$ cat config.mk
export PLATFORM = sky130hd
export DESIGN_NAME = approx_add_pipe
export DESIGN_NICKNAME = d
export VERILOG_FILES = /design/src/rtl/approx_add_pkg.sv /design/src/rtl/approx_add_stage.sv /design/src/rtl/approx_add_pipe.sv
export SDC_FILE = /design/constraint.sdc
export NUM_CORES = 1
export LEC_CHECK = 0
export ABC_AREA = 1
export BUFFER_PORTS_ARGS = -buffer_cell sky130_fd_sc_hd__buf_4
export CAP_MARGIN = 20
export CELL_PAD_IN_SITES_DETAIL_PLACEMENT = 0
export CELL_PAD_IN_SITES_GLOBAL_PLACEMENT = 2
export CORE_UTILIZATION = 31
export CTS_BUF_LIST = sky130_fd_sc_hd__clkbuf_4 sky130_fd_sc_hd__clkbuf_8 sky130_fd_sc_hd__clkbuf_16
export DETAILED_ROUTE_END_ITERATION = 8
export PLACE_DENSITY_LB_ADDON = 0.1
export SETUP_SLACK_MARGIN = 0.2
export SLEW_MARGIN = 20
export SYNTH_ARGS = -nofsm -noshare
export SYNTH_HDL_FRONTEND = slang
export SYNTH_SLANG_ARGS = --single-unit
$ cat constraint.sdc
create_clock -name clk -period 2.9 [get_ports clk]
set_clock_uncertainty 0.05 [all_clocks]
set_input_delay 0.29 -clock clk [delete_from_list [all_inputs] [get_ports clk]]
set_output_delay 0.29 -clock clk [all_outputs]
set_load 0.02 [all_outputs]
$ cat src/rtl/approx_add_pkg.sv
// approx_add_pkg
//   Shared types and helpers for the pipelined approximate adder.
//   mode_e      : per-beat arithmetic mode (exact / approximate).
//   chunk_w()   : bits added per pipeline stage.
//   params_ok() : parameter legality, evaluated at elaboration by the top level.
package approx_add_pkg;

    typedef enum logic {
        MODE_EXACT  = 1'b0,
        MODE_APPROX = 1'b1
    } mode_e;

    // Guarded so an illegal STAGES of 0 reaches the $fatal check instead of
    // dividing by zero first.
    function automatic int unsigned chunk_w(input int unsigned width,
                                            input int unsigned stages);
        return (stages == 0) ? 1 : width / stages;
    endfunction

    function automatic bit params_ok(input int unsigned width,
                                     input int unsigned approx_bits,
                                     input int unsigned stages,
                                     input int unsigned cnt_w);
        if (width < 2)             return 1'b0;
        if (approx_bits > width)   return 1'b0;
        if (stages < 1)            return 1'b0;
        if (stages > width)        return 1'b0;
        if ((width % stages) != 0) return 1'b0;
        if (cnt_w < 1)             return 1'b0;
        return 1'b1;
    endfunction

endpackage

$ cat src/rtl/approx_add_stage.sv
// approx_add_stage
//   One pipeline stage: adds chunk IDX (CW bits) of the operands using the
//   carry registered by the previous stage, then registers everything.
//   Bits flagged in approx_mask are OR-approximated, kill the carry and
//   record a&b as error; the chunk straddling the approximate boundary is
//   therefore split bit by bit.
// Ports
//   clk, rst_n      clock, asynchronous active-low reset
//   en              global pipeline enable (low = hold every register)
//   in_*            beat state from the previous stage
//   approx_mask     per-bit approximate-region flags for this chunk
//   out_*           registered beat state towards the next stage
module approx_add_stage
    import approx_add_pkg::*;
#(
    parameter int unsigned WIDTH = 8,
    parameter int unsigned CW    = 4,
    parameter int unsigned IDX   = 0
) (
    input  logic             clk,
    input  logic             rst_n,
    input  logic             en,
    input  logic             in_valid,
    input  mode_e            in_mode,
    input  logic [WIDTH-1:0] in_a,
    input  logic [WIDTH-1:0] in_b,
    input  logic [WIDTH-1:0] in_sum,
    input  logic [WIDTH-1:0] in_err,
    input  logic             in_carry,
    input  logic [CW-1:0]    approx_mask,
    output logic             out_valid,
    output mode_e            out_mode,
    output logic [WIDTH-1:0] out_a,
    output logic [WIDTH-1:0] out_b,
    output logic [WIDTH-1:0] out_sum,
    output logic [WIDTH-1:0] out_err,
    output logic             out_carry
);

    logic [CW-1:0]    chunk_a;
    logic [CW-1:0]    chunk_b;
    logic [CW-1:0]    chunk_s;
    logic [CW-1:0]    chunk_e;
    logic [CW:0]      carry;
    logic [WIDTH-1:0] sum_d;
    logic [WIDTH-1:0] err_d;

    always_comb begin
        chunk_a  = in_a[IDX*CW +: CW];
        chunk_b  = in_b[IDX*CW +: CW];
        chunk_s  = '0;
        chunk_e  = '0;
        carry    = '0;
        carry[0] = in_carry;
        for (int j = 0; j < CW; j++) begin
            if (approx_mask[j]) begin
                // Approximate bit: no carry leaves it, the lost a&b is the error.
                chunk_s[j]   = chunk_a[j] | chunk_b[j];
                chunk_e[j]   = chunk_a[j] & chunk_b[j];
                carry[j+1]   = 1'b0;
            end else begin
                chunk_s[j]   = chunk_a[j] ^ chunk_b[j] ^ carry[j];
                carry[j+1]   = (chunk_a[j] & chunk_b[j]) |
                               (carry[j] & (chunk_a[j] ^ chunk_b[j]));
            end
        end
        sum_d                 = in_sum;
        sum_d[IDX*CW +: CW]   = chunk_s;
        err_d                 = in_err;
        err_d[IDX*CW +: CW]   = chunk_e;
    end

    always_ff @(posedge clk or negedge rst_n) begin
        if (!rst_n) begin
            out_valid <= 1'b0;
            out_mode  <= MODE_EXACT;
            out_a     <= '0;
            out_b     <= '0;
            out_sum   <= '0;
            out_err   <= '0;
            out_carry <= 1'b0;
        end else if (en) begin
            out_valid <= in_valid;
            out_mode  <= in_mode;
            out_a     <= in_a;
            out_b     <= in_b;
            out_sum   <= sum_d;
            out_err   <= err_d;
            out_carry <= carry[CW];
        end
    end

endmodule

$ cat src/rtl/approx_add_pipe.sv
// approx_add_pipe
//   Pipelined adder with a per-beat exact/approximate mode. In approximate
//   mode the low APPROX_BITS bits are a|b with no carry out of that region.
//   STAGES chunk adders are chained with registered carries; a single global
//   enable stalls the whole pipe when the output is not accepted. An on-line
//   monitor counts erroneous results and tracks the largest error delivered.
// Ports
//   clk, rst_n                 clock, asynchronous active-low reset
//   in_valid/in_ready          operand beat handshake
//   in_a, in_b, in_mode        operands and mode (0 exact, 1 approximate)
//   out_valid/out_ready        result handshake
//   out_sum, out_err, out_mode result, exact minus delivered sum, mode
//   clr_stats                  synchronous clear of err_cnt / err_max
//   err_cnt, err_max           saturating error count, maximum error
module approx_add_pipe
    import approx_add_pkg::*;
#(
    parameter int unsigned WIDTH       = 8,
    parameter int unsigned APPROX_BITS = 1,
    parameter int unsigned STAGES      = 2,
    parameter int unsigned CNT_W       = 16
) (
    input  logic             clk,
    input  logic             rst_n,
    input  logic             in_valid,
    output logic             in_ready,
    input  logic [WIDTH-1:0] in_a,
    input  logic [WIDTH-1:0] in_b,
    input  logic             in_mode,
    output logic             out_valid,
    input  logic             out_ready,
    output logic [WIDTH:0]   out_sum,
    output logic [WIDTH-1:0] out_err,
    output logic             out_mode,
    input  logic             clr_stats,
    output logic [CNT_W-1:0] err_cnt,
    output logic [WIDTH-1:0] err_max
);

    localparam int unsigned CHUNK_W = chunk_w(WIDTH, STAGES);
    localparam logic [CNT_W-1:0] CNT_MAX = {CNT_W{1'b1}};

    if (!params_ok(WIDTH, APPROX_BITS, STAGES, CNT_W)) begin : g_bad_params
        $fatal(1, "approx_add_pipe: illegal WIDTH/APPROX_BITS/STAGES/CNT_W");
    end

    // Approximate-region flags of chunk idx, valid for approximate beats only.
    function automatic logic [CHUNK_W-1:0] region_mask(input int unsigned idx);
        logic [CHUNK_W-1:0] m;
        m = '0;
        for (int unsigned j = 0; j < CHUNK_W; j++) begin
            m[j] = ((idx * CHUNK_W) + j) < APPROX_BITS;
        end
        return m;
    endfunction

    // Index i is the input of stage i; index STAGES is the output register.
    logic             pipe_valid [STAGES+1];
    mode_e            pipe_mode  [STAGES+1];
    logic [WIDTH-1:0] pipe_a     [STAGES+1];
    logic [WIDTH-1:0] pipe_b     [STAGES+1];
    logic [WIDTH-1:0] pipe_sum   [STAGES+1];
    logic [WIDTH-1:0] pipe_err   [STAGES+1];
    logic             pipe_carry [STAGES+1];
    logic [CHUNK_W-1:0] stage_mask [STAGES];

    logic stall;
    logic en;
    logic handshake;

    assign pipe_valid[0] = in_valid;
    assign pipe_mode[0]  = mode_e'(in_mode);
    assign pipe_a[0]     = in_a;
    assign pipe_b[0]     = in_b;
    assign pipe_sum[0]   = '0;
    assign pipe_err[0]   = '0;
    assign pipe_carry[0] = 1'b0;

    for (genvar i = 0; i < STAGES; i++) begin : g_stage
        localparam logic [CHUNK_W-1:0] REGION = region_mask(i);

        assign stage_mask[i] = (pipe_mode[i] == MODE_APPROX) ? REGION : '0;

        approx_add_stage #(
            .WIDTH (WIDTH),
            .CW    (CHUNK_W),
            .IDX   (i)
        ) u_stage (
            .clk         (clk),
            .rst_n       (rst_n),
            .en          (en),
            .in_valid    (pipe_valid[i]),
            .in_mode     (pipe_mode[i]),
            .in_a        (pipe_a[i]),
            .in_b        (pipe_b[i]),
            .in_sum      (pipe_sum[i]),
            .in_err      (pipe_err[i]),
            .in_carry    (pipe_carry[i]),
            .approx_mask (stage_mask[i]),
            .out_valid   (pipe_valid[i+1]),
            .out_mode    (pipe_mode[i+1]),
            .out_a       (pipe_a[i+1]),
            .out_b       (pipe_b[i+1]),
            .out_sum     (pipe_sum[i+1]),
            .out_err     (pipe_err[i+1]),
            .out_carry   (pipe_carry[i+1])
        );
    end

    // Operands are fully consumed once they leave the last stage.
    logic unused_tail;
    assign unused_tail = ^{pipe_a[STAGES], pipe_b[STAGES]};

    // Single global enable: bubbles hold too, so a stall freezes everything.
    assign out_valid = pipe_valid[STAGES];
    assign stall     = out_valid & ~out_ready;
    assign en        = ~stall;
    assign in_ready  = ~stall;
    assign handshake = out_valid & out_ready;

    // Results are forced to zero between valid beats.
    always_comb begin
        out_sum  = '0;
        out_err  = '0;
        out_mode = 1'b0;
        if (out_valid) begin
            out_sum  = {pipe_carry[STAGES], pipe_sum[STAGES]};
            out_err  = pipe_err[STAGES];
            out_mode = (pipe_mode[STAGES] == MODE_APPROX);
        end
    end

    // Clear has priority, dropping the contribution of a coincident beat.
    always_ff @(posedge clk or negedge rst_n) begin
        if (!rst_n) begin
            err_cnt <= '0;
            err_max <= '0;
        end else if (clr_stats) begin
            err_cnt <= '0;
            err_max <= '0;
        end else if (handshake) begin
            if ((out_err != '0) && (err_cnt != CNT_MAX)) begin
                err_cnt <= err_cnt + CNT_W'(1);
            end
            if (out_err > err_max) begin
                err_max <= out_err;
            end
        end
    end

endmodule

# Word level (Yosys, flattened, before mapping)
# Index checks and enable logic that the tools add are counted.
# totals
output_inout_bits	44
reg_bits	66
# op_classes
reduce_logical	7
n_mux	22
add_sub_neg	1
bitwise_logic	45
eq_ne	1
order_cmp	1
# op_table
cell	count
$mux 16	3
$mux 8	3
$and 1x1->1	17
$add 16x1->16 const B	1
$ne 16x16->1 const B	1
$xor 1x1->1	15
$mux 1	14
$or 1x1->1	11
$mux 9	1
$gt 4x8->1	1
$reduce_bool 8->1	1
$reduce_bool 2->1	3
$mux 4	1
$reduce_and 2->1	2
$not 1->1	2
$logic_and 1x1->1	1

# Logic depth before layout (Yosys ltp)
# depth
word_depth	11
mapped_depth	10
depth_no_buf	9

# By module
# From an unflattened synthesis, not the netlist that was laid out.
# hier_totals
cells_unflattened	622
hier_area_um2	5097.4
# modules_own_cells
module	n_inst	area_each_um2	cells_each	seq_area_each_um2
approx_add_stage	2	1661.6	179	875.8
approx_add_pipe	1	1774.2	264	600.6

# Least setup slack after synthesis
# Ideal clock, no wire load.
# synth_timing
path_kind	reg2reg
start	register g_stage[0].u_stage.out_carry
end	register g_stage[1].u_stage.out_sum[7]
path_stages_with_launch	9
arrival_ns	1.923
setup_time_ns	0.079
slack_ns	0.848
path_cell_list	dfrtp_1 > inv_1 > fa_1 > inv_1 > fa_1 > fa_1 > inv_1 > fa_1 > a21oi_1
# synth_via
elab_chain_len	7
# synth_rtl
item	line_no	source
from (decl)	approx_add_stage.sv:37	output logic out_carry
from (signal assigned)	approx_add_stage.sv:89	out_carry <= carry[CW];
$and 1x1->1	approx_add_stage.sv:64	(carry[j] & (chunk_a[j] ^ chunk_b[j]));
$or 1x1->1	approx_add_stage.sv:63	carry[j+1] = (chunk_a[j] & chunk_b[j]) |
$and 1x1->1	approx_add_stage.sv:64	
$or 1x1->1	approx_add_stage.sv:63	
$and 1x1->1	approx_add_stage.sv:64	
$or 1x1->1	approx_add_stage.sv:63	
$xor 1x1->1	approx_add_stage.sv:62	chunk_s[j] = chunk_a[j] ^ chunk_b[j] ^ carry[j];
to (signal assigned)	approx_add_stage.sv:87	out_sum <= sum_d;
to (decl)	approx_add_stage.sv:35	output logic [WIDTH-1:0] out_sum,
# Every way passes these cells.
# A chain may end at the register's enable or synchronous reset.

# Worst setup path in the final report
# Same ends and word-level chain as after synthesis.

==> impl_results.md <==
- Worst path cell trace: inv_1 -> fa_1 -> inv_1 -> fa_1 -> fa_1 -> inv_1 -> fa_1 -> a21oi_1
- First-pass GRT wire length: 9250 µm
- Post-Route Hold Slack: 0.139 ns
- Required time worst endpoint: 3.09 ns
- Area share of the largest cell type after synthesis: 44.0%
- Die area: 0.00862 mm²
- Status: complete, no violations
- Area of the multi-input gates: 0.00118 mm²
- Pwr per Cell Area: 508 mW/mm²
- Crit path max fanout: 2
- Sequential area share after synthesis: 44.0%
- Filler cells: 852
- DR DRC count: 0
- Critical path arrival: 2.32 ns
- Number of global-route vias before repair: 1927
- Synth cell types: 29
- Peak VDD IR: 194 µV
- Max stage delay on crit path: 0.40 ns
- Total Routing Usage GR: 13.7%
- GP Congestion: 0.766
- Pin count of the biggest net entering global routing: 46
- Slew Viols, Final: 0
- Die Wd: 92.9 µm
- Share of post-route cells with drive strength above 1: 28.6%
- Htree depth: 2
- Main synth FF type: dfrtp_1
- Max Freq: 0.469 GHz
- Worst-Skew Late Latency: 0.30 ns
- EDFF count, synth: 0
- Least-Margin Pin Slew: 0.590 ns
- Clock tree buffer depth: 2
- Worst setup margin: 0.768 ns
- PortBufs: 51
- Site row count: 32
- CTS root buffer: clkbuf_8
- DR iter-0 viols: 87
- Min-Delay Path Class: input port to flip-flop
- Syn_area_per_cell: 8.82 µm²
- Post-route core utilization: 39.2%
- Mapped cell area: 0.00256 mm²
- Largest area contributor in the netlist: dfrtp_1
- Critical path's slowest cell: fa_1
- I/O pin cnt: 66
- Async SR Flop Fraction: 100%
- Register Area: 0.00113 mm²
- Most common cell on crit path: fa_1
- Postcts setup bufs: 0
- Non-Filler Instances: 445
- Syn Inst Count: 290
- Part of the cycle the worst path needs: 73.5%
- Placed Cells: 437
- Largest family of logic cells by synthesized area: simple AND/OR/NAND/NOR gates
- Area share of and/or/nand/nor cells after synthesis: 25.9%
- Compound-Gate Fraction of Synth Area: 4.01%
- Initial antenna violation count: 0
- ANT nets after route: 0
- Die Ht: 92.9 µm
- Vias: 1937
- Initial core utilization: 32.6%
- Setup slack at placement: 0.701 ns
- Final Hold Viols: 0
- Slew HR: 60.7%
- Ant diodes: 0
- WL per Instance: 12.0 µm
- Warnings from Yosys: 0
- Final wirelength: 5360 µm
- Num CTS Buffers: 5
- Mux contribution to synthesized area: 6.16%
- Core area: 0.00785 mm²
- Vias per cell: 4.35
- Drt first pass iters: 4
- # setup viols final: 0
- CTS tree: yes
- Reg clk slew, reported paths: 0.09 ns
- Sink Count: 45
- Post-detail-place hpwl: 3840 µm
- Total grt overflow: 0
- Final instance area: 0.00308 mm²
- Worst Setup End Kind: flip-flop
- #FFs+latches synth: 45
- Final min period: 2.13 ns
- Post-Synth Adder-Cell Area: 6.94%
- Fin Setup TNS: 0 ns
- Top post-synthesis cells by area: dfrtp_1, nand2_1, mux2_2
- Worst setup SP type: flip-flop
- Area delta synth->final: 20.3%
- Max Cap Violations: 0
- Top Family by Delay on Critical Path: adder cells
- Total power: 1.56 mW
- Setup CP Type: flip-flop to flip-flop
- Buf/Inv on CP: 3
- Static leakage: 1.58 nW
- Synth Area in XOR/XNOR: 1.03%
- Placed cell area: 0.00298 mm²
- RSZ-0062 raised after global routing: no
- Final #Nets: 375
cells in the mapped netlist, types with 2 or more instances:
cell / instances
o21ai_0: 8
nand3_1: 12
buf_4: 15
nor2_2: 2
a21oi_1: 5
dfrtp_1: 45
clkbuf_1: 5
or2_2: 2
mux2_2: 14
ha_1: 3
nand4_1: 16
nor2_4: 3
inv_2: 2
o21bai_1: 3
xor2_1: 3
fa_1: 7
nand2_1: 69
nor2_1: 19
nand2_2: 12
inv_1: 36
repair_timing:
item | CTS | global route
resized for setup | 0 | 0
hold buffers | 1 | 0
endpoints found under the hold margin | 45 | 0
cell usage in the layout (no fill, tap or decap):
| cell | instances |
|---|---|
| nand2_1 | 69 |
| o21bai_1 | 3 |
| o21ai_0 | 8 |
| inv_2 | 2 |
| nand2_2 | 12 |
| ha_1 | 3 |
| clkinv_1 | 1 |
| mux2_2 | 14 |
| dlygate4sd3_1 | 1 |
| dfrtp_1 | 45 |
| nor2_8 | 1 |
| or2_2 | 2 |
| clkinvlp_4 | 1 |
| xor2_1 | 3 |
| buf_4 | 54 |
| nor2_1 | 19 |
| nand4_1 | 16 |
| nand3_2 | 1 |
| nor2_2 | 2 |
| o21a_1 | 1 |
| a21oi_1 | 5 |
| clkbuf_8 | 5 |
| clkinv_4 | 1 |
| nand3_1 | 12 |
| o211ai_1 | 1 |
| inv_1 | 36 |
| fa_1 | 7 |
| nand3b_1 | 1 |
| nor2_4 | 3 |
| conb_1 | 14 |
registers in the layout (all words and copies together), names as in the netlist:
register and flops:
g_stage.u_stage.out_mode 2, g_stage.u_stage.out_sum 12, g_stage.u_stage.out_valid 2, g_stage.u_stage.out_a 4, err_max 1, g_stage.u_stage.out_err 2
err_cnt 16, g_stage.u_stage.out_carry 2, g_stage.u_stage.out_b 4
routing by layer:
layer,share of wire [%],wire [µm],GRT usage (%)
met2,48,2550,22.2
met4,1.5,80,5.00
met3,3.8,202,2.79
met5,0,0,0
met1,47,2530,17.9
kinds of logic after synthesis:
group / Yosys count
other: 1
flip-flops: 45
AND/OR/NAND/NOR: 138
XOR/XNOR: 3
buffers and inverters: 61
multiplexers: 14
adder cells (fa/ha/maj): 10
AO/OA/AOI/OAI: 18
where the power goes:
part	total, mW	switching [mW]	internal (mW)	leakage [nW]
sequential	0.760	0.0464	0.713	0.567
clock	0.401	0.234	0.167	0.0402
combinational	0.403	0.226	0.178	0.975
worst register-to-register path: stages, from the launching register on:
cell and delay [ns]:
dfrtp_1 0.38, inv_1 0.08, fa_1 0.17, inv_1 0.05, fa_1 0.37, fa_1 0.36, inv_1 0.07, fa_1 0.40
a21oi_1 0.13
area by class of cell:
cell class | instances | share of cell area, %
multi-input cells | 197 | 38.3
clock buffers | 5 | 2.23
flip-flops and latches | 45 | 36.6
clock inverters | 2 | 0.528
inverters | 39 | 4.75
repair buffers | 55 | 13.5
well taps | 102 | 4.14
path summary, 6_finish.rpt:
check	slack, ns	startpoint	cells past startpoint	end
worst min-delay path	0.14	in_b[7]	3	g_stage[0].u_stage.out_b[7]
worst min register to register	0.41	g_stage[0].u_stage.out_valid	2	g_stage[1].u_stage.out_valid
worst max-delay path	0.77	g_stage[0].u_stage.out_carry	8	g_stage[1].u_stage.out_sum[7]
max in group asynchronous	1.93	rst_n	2	err_cnt[13]
min in group asynchronous	0.47	rst_n	2	err_cnt[2]
worst max register to register	0.77	g_stage[0].u_stage.out_carry	8	g_stage[1].u_stage.out_sum[7]
No activity file was read; power rests on OpenSTA's default activity.
